**src/rtl/mul_share_arbiter_pkg.sv**
```systemverilog
// Shared definitions for the multiplier-sharing arbiter.
// Contents: FSM state encoding, default operand width, requester-count limits.
package mul_arb_pkg;

    localparam int unsigned W_DEF    = 64;
    localparam int unsigned NREQ_DEF = 4;
    localparam int unsigned NREQ_MIN = 2;
    localparam int unsigned NREQ_MAX = 8;

    typedef enum logic [1:0] {
        IDLE  = 2'd0,
        RUN   = 2'd1,
        CLEAR = 2'd2
    } state_t;

endpackage

```
**src/rtl/mul_share_arbiter_if.sv**
```systemverilog
// Link between the arbiter and the shared iterative multiplier.
// master: arbiter side (drives operands, start, clear; receives done, result).
// slave : multiplier side.
interface mul_share_arbiter_if
    import mul_arb_pkg::*;
#(
    parameter int unsigned W = W_DEF
);

    logic [W-1:0]   m_multiplier;
    logic [W-1:0]   m_multiplicand;
    logic           m_start;
    logic           m_clear;
    logic           m_done;
    logic [2*W-1:0] m_result;

    modport master (
        output m_multiplier, m_multiplicand, m_start, m_clear,
        input  m_done, m_result
    );

    modport slave (
        input  m_multiplier, m_multiplicand, m_start, m_clear,
        output m_done, m_result
    );

endinterface

```
**src/rtl/mul_share_arbiter_rr_pick.sv**
```systemverilog
// Rotating-priority picker: first set req_valid bit scanning ptr, ptr+1, ...
// with wrap modulo NREQ.
// Ports: req_valid, ptr in; found_c (any request), grant_c (index) out.
module rr_pick
    import mul_arb_pkg::*;
#(
    parameter int unsigned NREQ  = NREQ_DEF,
    parameter int unsigned PTR_W = (NREQ > 1) ? $clog2(NREQ) : 1
) (
    input  logic [NREQ-1:0]  req_valid,
    input  logic [PTR_W-1:0] ptr,
    output logic             found_c,
    output logic [PTR_W-1:0] grant_c
);

    int unsigned idx;

    // Scan in priority order; the first hit wins.
    always_comb begin
        found_c = 1'b0;
        grant_c = '0;
        idx     = 0;
        for (int unsigned k = 0; k < NREQ; k++) begin
            idx = 32'(ptr) + k;
            if (idx >= NREQ) begin
                idx = idx - NREQ;
            end
            if (!found_c && req_valid[PTR_W'(idx)]) begin
                found_c = 1'b1;
                grant_c = PTR_W'(idx);
            end
        end
    end

endmodule

```
**src/rtl/mul_share_arbiter.sv**
```systemverilog
// Round-robin sequencer sharing one iterative multiplier among NREQ requesters.
// Ports: clk, reset_n; req_valid/req_a/req_b/abort in; req_ack, rsp_valid,
// rsp_data, busy out (all registered); mul: master side of the multiplier link.
module mul_share_arbiter
    import mul_arb_pkg::*;
#(
    parameter int unsigned NREQ = NREQ_DEF,
    parameter int unsigned W    = W_DEF
) (
    input  logic                clk,
    input  logic                reset_n,
    input  logic [NREQ-1:0]     req_valid,
    input  logic [NREQ*W-1:0]   req_a,
    input  logic [NREQ*W-1:0]   req_b,
    input  logic                abort,
    output logic [NREQ-1:0]     req_ack,
    output logic [NREQ-1:0]     rsp_valid,
    output logic [2*W-1:0]      rsp_data,
    output logic                busy,
    mul_share_arbiter_if.master mul
);

    localparam int unsigned PTR_W = (NREQ > 1) ? $clog2(NREQ) : 1;

    state_t           state_q, state_d;
    logic [PTR_W-1:0] ptr_q, ptr_d;
    logic [PTR_W-1:0] g_q, g_d;
    logic [W-1:0]     a_q, a_d;
    logic [W-1:0]     b_q, b_d;
    logic             start_q, start_d;
    logic             clear_q, clear_d;
    logic [NREQ-1:0]  ack_d;
    logic [NREQ-1:0]  rspv_d;
    logic [2*W-1:0]   rspd_d;
    logic             busy_d;

    logic             found_c;
    logic [PTR_W-1:0] pick_c;
    logic [W-1:0]     sel_a_c;
    logic [W-1:0]     sel_b_c;

    rr_pick #(
        .NREQ  (NREQ),
        .PTR_W (PTR_W)
    ) u_rr_pick (
        .req_valid (req_valid),
        .ptr       (ptr_q),
        .found_c   (found_c),
        .grant_c   (pick_c)
    );

    // Operand mux for the picked requester.
    always_comb begin
        sel_a_c = '0;
        sel_b_c = '0;
        for (int unsigned k = 0; k < NREQ; k++) begin
            if (pick_c == PTR_W'(k)) begin
                sel_a_c = req_a[k*W +: W];
                sel_b_c = req_b[k*W +: W];
            end
        end
    end

    // Next state and next register values.
    always_comb begin
        state_d = state_q;
        ptr_d   = ptr_q;
        g_d     = g_q;
        a_d     = a_q;
        b_d     = b_q;
        start_d = 1'b0;
        clear_d = 1'b0;
        ack_d   = '0;
        rspv_d  = '0;
        rspd_d  = rsp_data;
        case (state_q)
            IDLE: begin
                if (found_c) begin
                    g_d     = pick_c;
                    a_d     = sel_a_c;
                    b_d     = sel_b_c;
                    start_d = 1'b1;
                    ack_d   = NREQ'(1) << pick_c;
                    state_d = RUN;
                end
            end
            RUN: begin
                // Abort takes priority over a simultaneous done.
                if (abort) begin
                    clear_d = 1'b1;
                    state_d = CLEAR;
                end else if (mul.m_done) begin
                    rspd_d  = mul.m_result;
                    rspv_d  = NREQ'(1) << g_q;
                    clear_d = 1'b1;
                    state_d = CLEAR;
                end else begin
                    start_d = 1'b1;
                end
            end
            CLEAR: begin
                ptr_d   = (g_q == PTR_W'(NREQ - 1)) ? '0 : g_q + PTR_W'(1);
                state_d = IDLE;
            end
            default: begin
                state_d = IDLE;
            end
        endcase
        busy_d = (state_d != IDLE);
    end

    // State and output registers.
    always_ff @(posedge clk or negedge reset_n) begin
        if (!reset_n) begin
            state_q   <= IDLE;
            ptr_q     <= '0;
            g_q       <= '0;
            a_q       <= '0;
            b_q       <= '0;
            start_q   <= 1'b0;
            clear_q   <= 1'b0;
            req_ack   <= '0;
            rsp_valid <= '0;
            rsp_data  <= '0;
            busy      <= 1'b0;
        end else begin
            state_q   <= state_d;
            ptr_q     <= ptr_d;
            g_q       <= g_d;
            a_q       <= a_d;
            b_q       <= b_d;
            start_q   <= start_d;
            clear_q   <= clear_d;
            req_ack   <= ack_d;
            rsp_valid <= rspv_d;
            rsp_data  <= rspd_d;
            busy      <= busy_d;
        end
    end

    assign mul.m_multiplier   = a_q;
    assign mul.m_multiplicand = b_q;
    assign mul.m_start        = start_q;
    assign mul.m_clear        = clear_q;

endmodule

```
**src/flat_wrapper.sv**
```systemverilog
// flat-port wrapper written by rule: the top's interface ports become plain ports
module mul_share_arbiter_flat import mul_arb_pkg::*;
#(
    parameter int unsigned NREQ = NREQ_DEF,
    parameter int unsigned W    = W_DEF
)
  (clk, reset_n, req_valid, req_a, req_b, abort, req_ack, rsp_valid, rsp_data, busy, mul_m_multiplier, mul_m_multiplicand, mul_m_start, mul_m_clear, mul_m_done, mul_m_result);
  mul_share_arbiter_if #(.W(W)) mul_i ();
  input  logic clk;
  input  logic reset_n;
  input  logic [NREQ-1:0] req_valid;
  input  logic [NREQ*W-1:0] req_a;
  input  logic [NREQ*W-1:0] req_b;
  input  logic abort;
  output logic [NREQ-1:0] req_ack;
  output logic [NREQ-1:0] rsp_valid;
  output logic [2*W-1:0] rsp_data;
  output logic busy;
  output wire logic [$bits(mul_i.m_multiplier)-1:0] mul_m_multiplier;
  output wire logic [$bits(mul_i.m_multiplicand)-1:0] mul_m_multiplicand;
  output wire logic [$bits(mul_i.m_start)-1:0] mul_m_start;
  output wire logic [$bits(mul_i.m_clear)-1:0] mul_m_clear;
  input wire logic [$bits(mul_i.m_done)-1:0] mul_m_done;
  input wire logic [$bits(mul_i.m_result)-1:0] mul_m_result;
  assign mul_m_multiplier = mul_i.m_multiplier;
  assign mul_m_multiplicand = mul_i.m_multiplicand;
  assign mul_m_start = mul_i.m_start;
  assign mul_m_clear = mul_i.m_clear;
  assign mul_i.m_done = mul_m_done;
  assign mul_i.m_result = mul_m_result;
  mul_share_arbiter #(.NREQ(NREQ), .W(W)) u_core (.clk(clk), .reset_n(reset_n), .req_valid(req_valid), .req_a(req_a), .req_b(req_b), .abort(abort), .req_ack(req_ack), .rsp_valid(rsp_valid), .rsp_data(rsp_data), .busy(busy), .mul(mul_i));
endmodule
```
**config.mk**
```make
export PLATFORM = sky130hd
export DESIGN_NAME = mul_share_arbiter_flat
export DESIGN_NICKNAME = d
export VERILOG_FILES = /design/src/rtl/mul_share_arbiter_pkg.sv /design/src/rtl/mul_share_arbiter_if.sv /design/src/rtl/mul_share_arbiter_rr_pick.sv /design/src/rtl/mul_share_arbiter.sv /design/src/flat_wrapper.sv
export SDC_FILE = /design/constraint.sdc
export NUM_CORES = 1
export LEC_CHECK = 0
export BUFFER_PORTS_ARGS = -buffer_cell sky130_fd_sc_hd__buf_4
export CAP_MARGIN = 20
export CORE_AREA = 2 2 352 354
export DETAILED_ROUTE_END_ITERATION = 16
export DIE_AREA = 0 0 354 356
export PLACE_DENSITY = 0.33
export SYNTH_ARGS = -nofsm -noshare
export SYNTH_HDL_FRONTEND = slang
export SYNTH_SLANG_ARGS = --single-unit
```
**constraint.sdc**
```tcl
create_clock -name clk -period 3.7 [get_ports clk]
set_input_delay 0.74 -clock clk [delete_from_list [all_inputs] [get_ports clk]]
set_output_delay 0.74 -clock clk [all_outputs]
set_load 0.1 [all_outputs]
```
Word-level counts from Yosys, hierarchy flattened --
Cells that the tools add are included.
Cells by class: shift operators 2, reduce and logical (&&, ||, !) cells 11, multiply operators 0, eq/ne operators 6, multiplexer cells 45, $add $sub $neg 8, $lt $le $gt $ge 8, divide/modulo/power cells 0, bitwise operators 1
Operator list (number):
- $mux W64 | 8
- $mux W2 | 12
- $mux W4 | 5
- $mux W1 | 14
- $lt A2 B3 Y1 const B | 4
- $ge A3 B3 Y1 const B | 3
- $bmux W1 S2 | 4
- $eq A2 B2 Y1 const B | 4
- $shl A1 B2 Y4 const A | 2
- $sub A2 B1 Y2 const B | 4
- $add A2 B2 Y3 const B | 2
- $eq A2 B1 Y1 const B | 2
- $logic_not A2 Y1 | 2
- $pmux W2 S2 | 1
- $add A2 B1 Y3 const B | 1
- $ge A2 B3 Y1 const B | 1
- $logic_and A1 B1 Y1 | 3
- $logic_not A1 Y1 | 3
- $reduce_and A3 Y1 | 1
- $add A2 B1 Y2 const B | 1
- $pmux W1 S2 | 1
- $reduce_and A2 Y1 | 1
- $reduce_bool A2 Y1 | 1
- $not A1 Y1 | 1
Storage, ports and cells: output and inout port bits 267, memories 0, bits in registers 273, memory bits (writable) 0, bits in read-only memories 0, latch bits 0

Longest topological paths before layout --
word-level depth 19, mapped depth 8

Cells and area by module --
A second synthesis with hierarchy kept.
Unflattened totals: cell total of the unflattened synthesis 762, area, all modules 13331.5 um2
By module, submodules not included:
- mul_share_arbiter | sequential area each 6831.6 um2, area each 13254.0 um2, cells an instance 747, instances 1
- rr_pick | sequential area each 0.0 um2, area each 77.6 um2, cells an instance 15, instances 1

Worst setup path before layout --
OpenSTA, ideal clock, no wires.
kind input-to-reg, start input port req_valid[2], end register u_core.b_q[35] (netlist: u_core.mul.m_multiplicand[35]), slack 1.409 ns, cell stages on the path 8, arrival time 2.149 ns, path buffers 3, library setup time 0.142 ns, cell sequence nor2b_1 -> a211o_1 -> buf_2 -> nand2_1 -> nand2_1 -> clkbuf_1 -> clkbuf_1 -> o221ai_1
Between the ends: cells in the longest elaborated chain, start to end 17, elaborated cells on any way between the ends 31, those cells by class eq/ne: 3; mux: 20; reduce/logical: 8
Ends and longest elaborated chain:
- start, declared | RTL line flat_wrapper.sv:11 | input logic [NREQ-1:0] req_valid;
- $bmux W1 S2 | RTL line mul_share_arbiter_rr_pick.sv:28 | if (!found_c && req_valid[PTR_W'(idx)]) begin
- $mux W1 (implied by the code) | RTL line mul_share_arbiter_rr_pick.sv:28
- $mux W1 | RTL line mul_share_arbiter_rr_pick.sv:28
- $logic_not A1 Y1 | RTL line mul_share_arbiter_rr_pick.sv:28
- $logic_and A1 B1 Y1 | RTL line mul_share_arbiter_rr_pick.sv:28
- $mux W1 | RTL line mul_share_arbiter_rr_pick.sv:28
- $logic_not A1 Y1 | RTL line mul_share_arbiter_rr_pick.sv:28
- $logic_and A1 B1 Y1 | RTL line mul_share_arbiter_rr_pick.sv:28
- $mux W1 | RTL line mul_share_arbiter_rr_pick.sv:28
- $logic_not A1 Y1 | RTL line mul_share_arbiter_rr_pick.sv:28
- $logic_and A1 B1 Y1 | RTL line mul_share_arbiter_rr_pick.sv:28
- $mux W2 | RTL line mul_share_arbiter_rr_pick.sv:28
- $logic_not A2 Y1 | RTL line mul_share_arbiter.sv:57 | if (pick_c == PTR_W'(k)) begin
- $mux W64 (4 in series) | RTL line mul_share_arbiter.sv:57
- end signal, assigned | RTL line mul_share_arbiter.sv:119 | b_q <= '0;
- end signal, assigned | RTL line mul_share_arbiter.sv:131 | b_q <= b_d;
- end, declared | RTL line mul_share_arbiter.sv:29 | logic [W-1:0] b_q, b_d;
Several ways; a longest one is shown, not always the timed one. The select of a mux whose other input is x is not followed. A chain may end at the register's enable or synchronous reset.

Worst setup path after layout --
start register u_core.ptr_q[0], end register u_core.b_q[56] (netlist: u_core.mul.m_multiplicand[56])
Between the ends: cells in the longest elaborated chain, start to end 19, elaborated cells on any way between the ends 46, those cells by class add/sub: 7; order compare: 4; eq/ne: 3; mux: 24; reduce/logical: 8
Ends and longest elaborated chain:
- start, declared | RTL line mul_share_arbiter.sv:26 | logic [PTR_W-1:0] ptr_q, ptr_d;
- start signal, assigned | RTL line mul_share_arbiter.sv:128 | ptr_q <= ptr_d;
- parallel branches: the longest is 19 deep, another holds $add A2 B1 Y3
Several ways; the timed one is not identified. The select of a mux whose other input is x is not followed.

==> flow_metrics.tcl <==
set metrics [dict create \
    synthAdderAreaFrac_pct 0.370 \
    synthMuxAreaShare_pct 23.0 \
    track_usage_pct 12.1 \
    coreArea_um2 123000 \
    wl_per_cell_um 21.4 \
    path_class "register to register" \
    ant_nets 0 \
    drt_first_pass_iters 6 \
    slew_viol_final 0 \
    fin_nets 2747 \
    synth_edf_count 0 \
    routed_via_density 3.66 \
    drt_iter0_drc 750 \
    clk-insertion-delay-late_ns 0.60 \
    rsz0062_at_grt "no" \
    crit_chain "nor2b_1, a21o_1, o21a_4, buf_4, o31ai_1, a211o_1" \
    clockBufferDepth 3 \
    h-tree-depth 2 \
    fillers 13600 \
    yosys_warnings 0 \
    grt_pass1_wl_um 111000 \
    max_cap_viol_count 0 \
    syn2layout_area_growth_pct 76.7 \
    ys.flop_type "dfrtp_1" \
    use_met1_pct 12.9 \
    grt_max_degree 105 \
    max_freq_ghz 0.372 \
    synth_xor_area_share_pct 0 \
    dp_hpwl_um 63800 \
    drc 0 \
    post_cts_buffers 0 \
    dieArea_um2 126000 \
    grt_pass1_vias 15000 \
    synth_nets 1860 \
    setup_violations 0 \
    gr-total-overflow 0 \
    yosys.area_share.simple_pct 7.72 \
    cp.buffers_inverters 1 \
    synth-seq-cells 273 \
    die_h_um 356 \
    drive_above_1_share_pct 54.5 \
    cts_resized 0 \
    synth_top_family_by_area "multiplexers" \
    crit_fanout 35 \
    status "finished, final reports clean" \
    synthCells 1208 \
    antenna_found_initial 10 \
    synth-compound-area-share_pct 14.8 \
    die_w_um 354 \
    syn-cell-area_um2 13500 \
    crit_required_ns 4.16 \
    cp-start-kind "register" \
    multiInputGateArea_um2 6280 \
    cts_made_buffers 40 \
    syn_avg_cell_area_um2 11.2 \
    critPathArrivalTime_ns 3.15 \
    fp-row-count 129 \
    cts_tree "built" \
    fin_crit_sh_pct 72.7 \
    seq_area_frac_synth_pct 50.5 \
    finClkSkew_ns 0.0289 \
    hold_violations 0 \
    finalWirelength_um 80400 \
    crit_family "compound AO/OA/AOI/OAI gates" \
    use_met2_pct 22.3 \
    synth_top_area_cell "dfrtp_1" \
    yosys.area.top_type_share_pct 50.5 \
    ff_latch_area_um2 6830 \
    clk_pin_slew_worst_paths_ns 0.06 \
    worst_pin_slew_ns 0.874 \
    hold_buffers 0 \
    cts_sinks 273 \
    maxSlewHeadroom_pct 41.7 \
    gp_congestion 0.875 \
    crit_slowest_cell "o21a_4" \
    synthArstFlopShare_pct 100 \
    end_kind "register" \
    clockRootBuffer "clkbuf_16" \
    min_path_type "input port to async pin" \
    gr-usage-met3_pct 3.57 \
    synthTopCellsByArea "dfrtp_1, mux2i_1, mux2_2, o221ai_1, nand2_1" \
    vias 13800 \
    critical-path-max-stage-delay_ns 0.66 \
    io_pins 915 \
    timing.setup.tns_ns 0 \
    start_util_pct 11.0 \
    synth_cell_type_count 31 \
    placement.io_buffers 914 \
    gr-max-usage-layer "met2" \
    finalCriticalPeriod_ns 2.69 \
]
## flip-flops by register name, summed over array words and instances, names as in the netlist
register                   cells
u_core.state_q                 2
u_core.mul.m_clear             1
u_core.req_ack                 4
u_core.rsp_data              128
u_core.ptr_q                   2
u_core.mul.m_multiplicand     64
u_core.mul.m_multiplier       64
u_core.rsp_valid               4
u_core.mul.m_start             1
u_core.g_q                     2
u_core.busy                    1
## cells in the mapped netlist (2+ instances only)
cell	instances
a211o_1	46
a21o_1	2
a21oi_1	47
and2_1	6
and3_1	2
buf_2	38
clkbuf_1	69
dfrtp_1	273
ha_1	4
inv_1	5
mux2_2	129
mux2i_1	166
nand2_1	180
nand3_1	45
nor2_1	3
nor2b_1	2
nor3_1	2
o21ai_0	49
o221ai_1	83
o31ai_1	46
## path summary, 6_finish.rpt
path | startpoint | endpoint | slack [ns] | cells after the start
hold reg to reg | u_core.mul.m_multiplicand[57] | u_core.mul.m_multiplicand[57] | 0.49 | 2
setup / recovery | u_core.ptr_q[0] | u_core.mul.m_multiplicand[56] | 1.01 | 6
setup reg to reg | u_core.ptr_q[0] | u_core.mul.m_multiplicand[56] | 1.01 | 6
max in group asynchronous | reset_n | u_core.mul.m_multiplicand[39] | 2.73 | 2
min in group clk | req_a[215] | u_core.mul.m_multiplier[23] | 0.35 | 2
hold / removal | reset_n | u_core.rsp_data[15] | 0.09 | 1
## through the flow
stage / util [%] / hold slack [ns] / setup slack, ns / cells / instance area (um2)
after floorplan: - / 0.444 / 1.41 / 1208 / 13500
after global placement: 18.3 / 0.475 / 0.448 / 3690 / 22500
after detailed placement: 18.3 / 0.476 / 0.394 / 3690 / 22500
after CTS: 19.5 / 0.0369 / 0.921 / 3759 / 23900
after global routing: 19.5 / 0.0641 / 0.749 / 3760 / 23900
final: 19.5 / 0.0907 / 1.01 / 3761 / 23900
## area by class of cell
| cell class | instances | share of cell area [%] |
|---|---|---|
| diodes | 2 | 0.0210 |
| clock buffers | 56 | 4.82 |
| clock inverters | 13 | 1.02 |
| inverters | 5 | 0.0786 |
| multi-input cells | 822 | 26.3 |
| flip-flops and latches | 273 | 28.6 |
| well taps | 1637 | 8.58 |
| repair buffers | 953 | 30.6 |
## kinds of logic after synthesis
group / after synthesis
buf+inv: 113
simple gates: 246
mux: 295
fa+ha+maj: 4
compound gates: 277
flops: 273
## per-layer routing
layer	share of wire [%]	routed length, um	vias to the layer above
li1	-	-	6248
met1	36	29200	6851
met2	53	42500	578
met3	7.2	5770	100
met4	3.6	2890	6
met5	0.057	46	-
## cells in the final DEF, fill, tap and decap left out, types with 45 or more instances in the layout
cell type,instances
o21ai_0,49
nand3_1,45
a21oi_1,46
mux2_2,129
a211o_1,45
buf_4,941
mux2i_1,166
dfrtp_1,273
nand2_1,178
o221ai_1,83
o31ai_1,46
Power is not shown: default switching activity piles up to over one toggle a cycle in this logic, so the estimate is an artifact.
